File: src/rtl/cacheline_adaptor.sv
// cacheline_adaptor
//   Bridges the L2 cache's 256-bit line port to a 64-bit burst memory bus.
//   A line read collects four ascending 64-bit beats into the line buffer.
//   A line write latches the line and then drives it out as four beats.
//   Only one line transfer is in flight at a time.
//
// Ports
//   clk, reset_n        clock, asynchronous active-low reset
//   line_i / line_o     write line in / assembled read line out (256 bits)
//   address_i           line address from L2
//   read_i / write_i    line requests, held by L2 until resp_o
//   resp_o              one-cycle line completion pulse
//   burst_i / burst_o   read beat in / write beat out (64 bits)
//   address_o           line-aligned burst address to memory
//   read_o / write_o    burst requests to memory
//   resp_i              memory beat strobe, one beat per high cycle
//
// state   | meaning
// --------+---------------------------------------------------------
// IDLE    | waiting for read_i / write_i (write wins when both high)
// READ    | read_o high, capture burst_i into buffer on each resp_i
// WRITE   | write_o high, present buffer beat k on burst_o
// DONE    | resp_o high for one cycle, then back to IDLE

module cacheline_adaptor (
    input  logic         clk,
    input  logic         reset_n,
    input  logic [255:0] line_i,
    output logic [255:0] line_o,
    input  logic [31:0]  address_i,
    input  logic         read_i,
    input  logic         write_i,
    output logic         resp_o,
    input  logic [63:0]  burst_i,
    output logic [63:0]  burst_o,
    output logic [31:0]  address_o,
    output logic         read_o,
    output logic         write_o,
    input  logic         resp_i
);

    typedef enum logic [1:0] {
        ST_IDLE  = 2'd0,
        ST_READ  = 2'd1,
        ST_WRITE = 2'd2,
        ST_DONE  = 2'd3
    } state_t;

    state_t         state_q, state_d;
    logic [1:0]     k_q, k_d;
    logic [255:0]   buf_q, buf_d;
    logic [31:0]    addr_q, addr_d;
    logic [7:0]     beat_base;

    // Bit offset of beat k inside the line; beat 0 occupies bits 63:0.
    assign beat_base = {k_q, 6'd0};

    always_ff @(posedge clk or negedge reset_n) begin
        if (!reset_n) begin
            state_q <= ST_IDLE;
            k_q     <= 2'd0;
            buf_q   <= '0;
            addr_q  <= '0;
        end else begin
            state_q <= state_d;
            k_q     <= k_d;
            buf_q   <= buf_d;
            addr_q  <= addr_d;
        end
    end

    always_comb begin
        state_d = state_q;
        k_d     = k_q;
        buf_d   = buf_q;
        addr_d  = addr_q;
        case (state_q)
            ST_IDLE: begin
                if (write_i) begin
                    buf_d   = line_i;
                    addr_d  = address_i;
                    k_d     = 2'd0;
                    state_d = ST_WRITE;
                end else if (read_i) begin
                    addr_d  = address_i;
                    k_d     = 2'd0;
                    state_d = ST_READ;
                end
            end
            ST_READ: begin
                if (resp_i) begin
                    buf_d[beat_base +: 64] = burst_i;
                    k_d = k_q + 2'd1;
                    if (k_q == 2'd3) begin
                        state_d = ST_DONE;
                    end
                end
            end
            ST_WRITE: begin
                if (resp_i) begin
                    k_d = k_q + 2'd1;
                    if (k_q == 2'd3) begin
                        state_d = ST_DONE;
                    end
                end
            end
            ST_DONE: begin
                state_d = ST_IDLE;
            end
            default: begin
                state_d = ST_IDLE;
            end
        endcase
    end

    // Handshake outputs decode the state register only, so memory and L2
    // never see a combinational path from their own strobes.
    assign read_o    = (state_q == ST_READ);
    assign write_o   = (state_q == ST_WRITE);
    assign resp_o    = (state_q == ST_DONE);
    assign burst_o   = write_o ? buf_q[beat_base +: 64] : 64'd0;
    assign address_o = (read_o || write_o) ? {addr_q[31:5], 5'b0} : 32'd0;
    assign line_o    = buf_q;

endmodule

File: config.mk
export PLATFORM = sky130hd
export DESIGN_NAME = cacheline_adaptor
export DESIGN_NICKNAME = d
export VERILOG_FILES = /design/src/rtl/cacheline_adaptor.sv
export SDC_FILE = /design/constraint.sdc
export NUM_CORES = 1
export LEC_CHECK = 0
export CAP_MARGIN = 20
export CORE_AREA = 2 2 273 275
export CTS_BUF_LIST = sky130_fd_sc_hd__clkbuf_8
export CTS_CLUSTER_SIZE = 30
export DETAILED_ROUTE_END_ITERATION = 6
export DIE_AREA = 0 0 275 277
export GPL_ROUTABILITY_DRIVEN = 0
export SETUP_SLACK_MARGIN = 0.02
export SYNTH_ARGS = -nofsm -noshare
export SYNTH_HDL_FRONTEND = slang
export SYNTH_SLANG_ARGS = --single-unit
File: constraint.sdc
create_clock -name clk -period 3.35 [get_ports clk]
set_input_delay 0.8375 -clock clk [delete_from_list [all_inputs] [get_ports clk]]
set_output_delay 0.8375 -clock clk [all_outputs]
set_load 0.05 [all_outputs]
==> flow_summary.ini, run 1 <==
[sta]
rsz0062_at_grt = true
fin_crit_ns = 3.26
slew_viol_final = 0
final_hold_viol_count = 0
min_period_over_period_pct = 97.2
max_freq_mhz = 307
fin_ws_ns = 0.0934
finalClockSkew_ns = 0.0119
tightest_slew_ns = 0.895
setup_viol = 0
maxSlewHeadroom_pct = 40.3

[run]
maxCapViolations = 0

[setup_path]
cp_max_fo = 13
critPathRequiredTime_ns = 2.51
cp-end-kind = primary output
critical_path_class = register to primary output
crit_arrival_ns = 2.42
cp-start-kind = register

[die]
die_x_um = 275
coreArea_um2 = 73600
fp.dieH_um = 277
boundaryPins = 712
dieArea_um2 = 76200
start_util_pct = 23.2
core.rowCount = 100

[pwr]
p_int_mw = 17.0
comb_power_share_pct = 70.3
p_seq_share_pct = 19.6
p_sw_mw = 18.3
clockPowerShare_pct = 10.1
leakage_nw = 10.9
powerDensity_nw_per_um2 = 1330
power.switching_fraction_pct = 51.8
vdd_drop_max_mv = 1.04

[clock_tree]
cts_root_buf = clkbuf_8
cts.sinks = 287
htreeDepth = 2
clk_pin_slew_ns = 0.06
clock_latency_ns = 0.64
cts_tree = done
clock_path_buffers = 3
numCtsBuffers = 53

[finish]
finalInstanceArea_um2 = 26700
drive_above_1_share_pct = 29.8
nNetsFinal = 2427
area_growth_pct = 56.1

[worst_hold_path]
worstHoldPathType = input port to asynchronous set/reset pin

[drt]
via_per_inst = 5.04
wl_per_cell_um = 25.6
drc = 0
first_pass_iters = 5
totalWireLength_mm = 78.6
top_layer = met5
wl_met1_mm = 31.4
antenna_left = 0
drt_iter0_drc = 958
met2_length_mm = 38.8
vias = 15500
met3_length_mm = 6.03

[logic_synthesis]
post-synth-top-area-fraction_pct = 42.0
yosysTopAreaCell = dfrtp_1
synth_cells = 1369
async_reset_ff_share_pct = 100
synth_cell_type_count = 33
ys_seq_area_share_pct = 42.0
ys_warn_count = 0
netlist_area_um2 = 17100
synth_edf_count = 0
yosys-top-cells-area = dfrtp_1, mux2_2, mux4_2, a32o_1, mux2_4
syn_area_per_cell_um2 = 12.5
ys_ff_latch = 287
yosys_most_used_dff = dfrtp_1

[placed_design]
port_buffers = 701
dp_hpwl_mm = 53.0
dp_slack_ns = 0.406
placed_area_um2 = 25200

[grt]
antenna_found_initial = 7
gr-total-overflow = 0
grt_use_total_pct = 19.7
first_global_vias = 16700
grt_max_degree = 90
grt_pass1_wl_mm = 113

[status]
status = completed
layout make-up:
cell class	count	area [um^2]
Timing Repair Buffer	781	7930
Inverter	69	264
Clock inverter	26	136
Clock buffer	70	963
Antenna cell	3	7.51
Multi-Input combinational cell	869	8970
Fill cell	7239	46900
Sequential cell	287	7190
Tap cell	969	1210
Yosys cell counts, types with 2 or more instances:
cell,n
and2_1,92
mux4_2,64
buf_6,24
nand2_1,70
buf_2,24
a32oi_1,2
a32o_1,128
o2bb2ai_1,66
ha_1,9
dfrtp_1,287
nand2b_1,67
inv_1,69
buf_4,9
a21oi_4,4
buf_1,5
o21ai_0,3
and3b_1,2
mux2_2,222
clkbuf_1,86
mux2_4,60
o41ai_1,64
sequential cells by signal, summed over array words and instances, names as in the netlist:
| signal | count |
|---|---|
| line_o | 256 |
| state_q | 2 |
| k_q | 2 |
| addr_q | 27 |
layout by cell type, fill, tap and decap left out, types with 2 or more instances in the layout:
| cell | count |
|---|---|
| a21oi_4 | 4 |
| a32o_1 | 128 |
| a32oi_1 | 2 |
| and2_1 | 84 |
| and2_4 | 8 |
| buf_12 | 26 |
| buf_16 | 5 |
| buf_4 | 127 |
| buf_6 | 7 |
| buf_8 | 5 |
| clkbuf_16 | 3 |
| clkbuf_8 | 70 |
| clkdlybuf4s50_1 | 608 |
| clkinv_2 | 7 |
| conb_1 | 5 |
| dfrtp_1 | 285 |
| dfrtp_4 | 2 |
| diode_2 | 3 |
| ha_1 | 5 |
| ha_4 | 3 |
| inv_1 | 85 |
| mux2_2 | 222 |
| mux2_4 | 60 |
| mux4_2 | 64 |
| nand2_1 | 69 |
| nand2b_1 | 66 |
| o21ai_0 | 2 |
| o2bb2ai_1 | 66 |
| o41ai_1 | 64 |
path summary, 6_finish.rpt:
| check | startpoint | endpoint | slack (ns) | depth (start not counted) |
|---|---|---|---|---|
| setup / recovery | k_q[0] | burst_o[44] | 0.09 | 5 |
| hold / removal | reset_n | addr_q[5] | 0.20 | 1 |
| setup reg to reg | k_q[1] | line_o[32] | 0.54 | 8 |
| hold reg to reg | addr_q[19] | addr_q[19] | 0.50 | 1 |
| max in group asynchronous | reset_n | line_o[226] | 2.23 | 2 |
| min in group clk | addr_q[19] | addr_q[19] | 0.50 | 1 |
cell families after synthesis:
| logic type | synth area share, % |
|---|---|
| muxes | 28.5 |
| DFF | 42.0 |
| AOI/OAI and AO/OA | 14.9 |
| and+or+nand+nor | 7.68 |
| buffers and inverters | 6.19 |
| adders and majority gates | 0.659 |
| other | 0.0219 |
metal layers:
layer,up-vias,global-route usage (%)
met1,7965,23.9
li1,6590,-
met4,2,7.76
met3,156,4.72
met2,783,33.3
met5,-,0
timing repair:
action | 4_1_cts | 5_1_grt
endpoints found under the setup margin | 60 | 47
resized for setup | 26 | 3
buffers inserted | 0 | 15
hold endpoints to repair | 0 | 0
gates cloned | 0 | 3
hold buffers | 0 | 0
worst max-delay path, cell delays in order, from the launching register on:
cell and delay, ns:
dfrtp_4 0.49, buf_16 0.17, buf_16 0.17, mux4_2 0.55, and2_1 0.18, buf_4 0.18
power groups by stage:
stage	clock network (mW)	registers, mW	logic (mW)
after floorplan	0	11.8	10.9
after global placement	0	6.87	24.1
after detailed placement	0	6.97	24.3
after CTS	3.68	6.94	24.6
after global routing	3.83	7.13	25.8
final	3.56	6.92	24.9
metrics by stage:
step	util [%]	cells	power (mW)	hold WS (ns)	TNS, ns
after CTS	35.9	3052	35.2	0.194	-0.291
after detailed placement	34.3	2956	31.3	0.486	0
after global placement	34.3	2956	31.0	0.480	0
final	36.3	3074	35.4	0.202	0
after floorplan	-	1373	22.6	0.471	0
after global routing	36.3	3074	36.8	0.206	0
No activity file was read; power rests on OpenSTA's default activity.
==> run 2, diff against run 1 <==
--- a/config.mk
+++ b/config.mk
@@ -5,7 +5,7 @@
 export SDC_FILE = /design/constraint.sdc
 export NUM_CORES = 1
 export LEC_CHECK = 0
-export CAP_MARGIN = 20
+export CAP_MARGIN = 10
 export CORE_AREA = 2 2 273 275
 export CTS_BUF_LIST = sky130_fd_sc_hd__clkbuf_8
 export CTS_CLUSTER_SIZE = 30
==> run 2 against run 1 <==
Effect of this change:
- cell count about the same
- utilization about the same
- clock-buffer cell count unchanged
- die area unchanged
==> flow_summary.ini, run 2 (synthesis results as in run 1) <==
[finish]
layout_commonest_cell = clkdlybuf4s50_1
multi_input_area_um2 = 8970
drive_above_1_share_pct = 29.7
area_growth_pct = 55.9
nFillCells = 7241
nNetsFinal = 2426
finalInstanceArea_um2 = 26700
largest_reg_flops = 256
most-common-layout-cells = clkdlybuf4s50_1, dfrtp_1, mux2_2
seq_area_um2 = 7190

[setup_path]
cpPeakStageDelay_ns = 0.55
critical-path-top-delay-family = multiplexers
critPathRequiredTime_ns = 2.51
crit_arrival_ns = 2.42
r2r_cells = 8
cp.depth = 5
critical_path_class = register to primary output
cp_max_fo = 13
cp-end-kind = primary output
crit_slowest_cell = mux4_2
crit_buf_inv = 3
cp-start-kind = register
crit_path_cell_trace = buf_16, buf_16, mux4_2, and2_1, buf_4
timing.critical_path.mode_cell = buf_16

[sta]
finalClockSkew_ns = 0.0164
min_period_over_period_pct = 97.2
maxSlewHeadroom_pct = 19.4
fin_crit_ns = 3.26
rsz0062_at_grt = true
slew_viol_final = 0
max_freq_mhz = 307
tightest_slew_ns = 1.21
setup_viol = 0
final_hold_viol_count = 0

[drt]
drc = 0
via_per_inst = 5.02
wl_per_cell_um = 25.5
antenna_left = 0
drt_iter0_drc = 939
vias = 15400
totalWireLength_mm = 78.4
first_pass_iters = 5

[grt]
first_global_vias = 16700
grt_max_degree = 90
gr-total-overflow = 0
grt_pass1_wl_mm = 113
antenna_found_initial = 7
grt_use_total_pct = 19.7

[die]
boundaryPins = 712
core.rowCount = 100
die_x_um = 275
fp.dieH_um = 277
start_util_pct = 23.2
coreArea_um2 = 73600
dieArea_um2 = 76200

[clock_tree]
clock_latency_ns = 0.64
cts.sinks = 287
cts_root_buf = clkbuf_8
hold_buffers = 0
clock_path_buffers = 3
numCtsBuffers = 53
clk_pin_slew_ns = 0.06
cts_tree = done
htreeDepth = 2

[status]
status = completed

[placed_design]
port_buffers = 701
dp_hpwl_mm = 53.0
placed_area_um2 = 25200

[run]
maxCapViolations = 0

[worst_hold_path]
worstHoldPathType = input port to asynchronous set/reset pin
run 2: changes by cell type in the layout (fill, tap and decap cells not counted), sizes merged:
cell  change
buf       -1
run 2: worst paths after layout:
kind	start	end	slack, ns
setup reg to reg	k_q[1]	line_o[32]	0.53
hold reg to reg	addr_q[19]	addr_q[19]	0.50
max in group asynchronous	reset_n	line_o[241]	2.23
hold / removal	reset_n	addr_q[5]	0.20
setup / recovery	k_q[0]	burst_o[44]	0.09
min in group clk	addr_q[19]	addr_q[19]	0.50
run 2: metal layers:
metal  global-route usage (%)  part of all wire, %  routed length (um)  up-vias
met5                        0                0.015                  12        -
met1                     23.9                   40               31100     7919
met3                     4.72                  7.9                6210      152
li1                         -                    -                   -     6585
met4                     7.76                  3.1                2460        2
met2                     33.3                   49               38700      768
run 2: what timing repair did:
| item | in CTS | in global routing |
|---|---|---|
| resized for setup | 26 | 3 |
| setup endpoints to repair | 60 | 47 |
| cloned | 0 | 3 |
| setup buffers | 0 | 15 |
run 2: area by class of cell:
cell class                      instances  share of cell area (%)
Tap cell                              969                    4.55
Clock buffer                           70                    3.61
Inverter                               69                   0.991
Clock inverter                         26                   0.512
Multi-Input combinational cell        869                    33.7
Antenna cell                            3                  0.0282
Timing Repair Buffer                  780                    29.7
Sequential cell                       287                    27.0
run 2: through the flow:
step | hold WS (ns) | setup TNS [ns] | std cells | util [%] | worst slack (ns)
floorplan | 0.471 | 0 | 1373 | - | 0.620
detailed placement | 0.486 | 0 | 2956 | 34.3 | 0.406
finish | 0.201 | 0 | 3073 | 36.2 | 0.0932
global placement | 0.480 | 0 | 2956 | 34.3 | 0.460
global route | 0.206 | 0 | 3073 | 36.2 | 0.000751
CTS | 0.194 | -0.291 | 3052 | 35.9 | -0.0667
Power of run 2 is left out: the tool's default activity adds up to more than one toggle a clock period on the data nets, which glitch-free logic cannot reach.
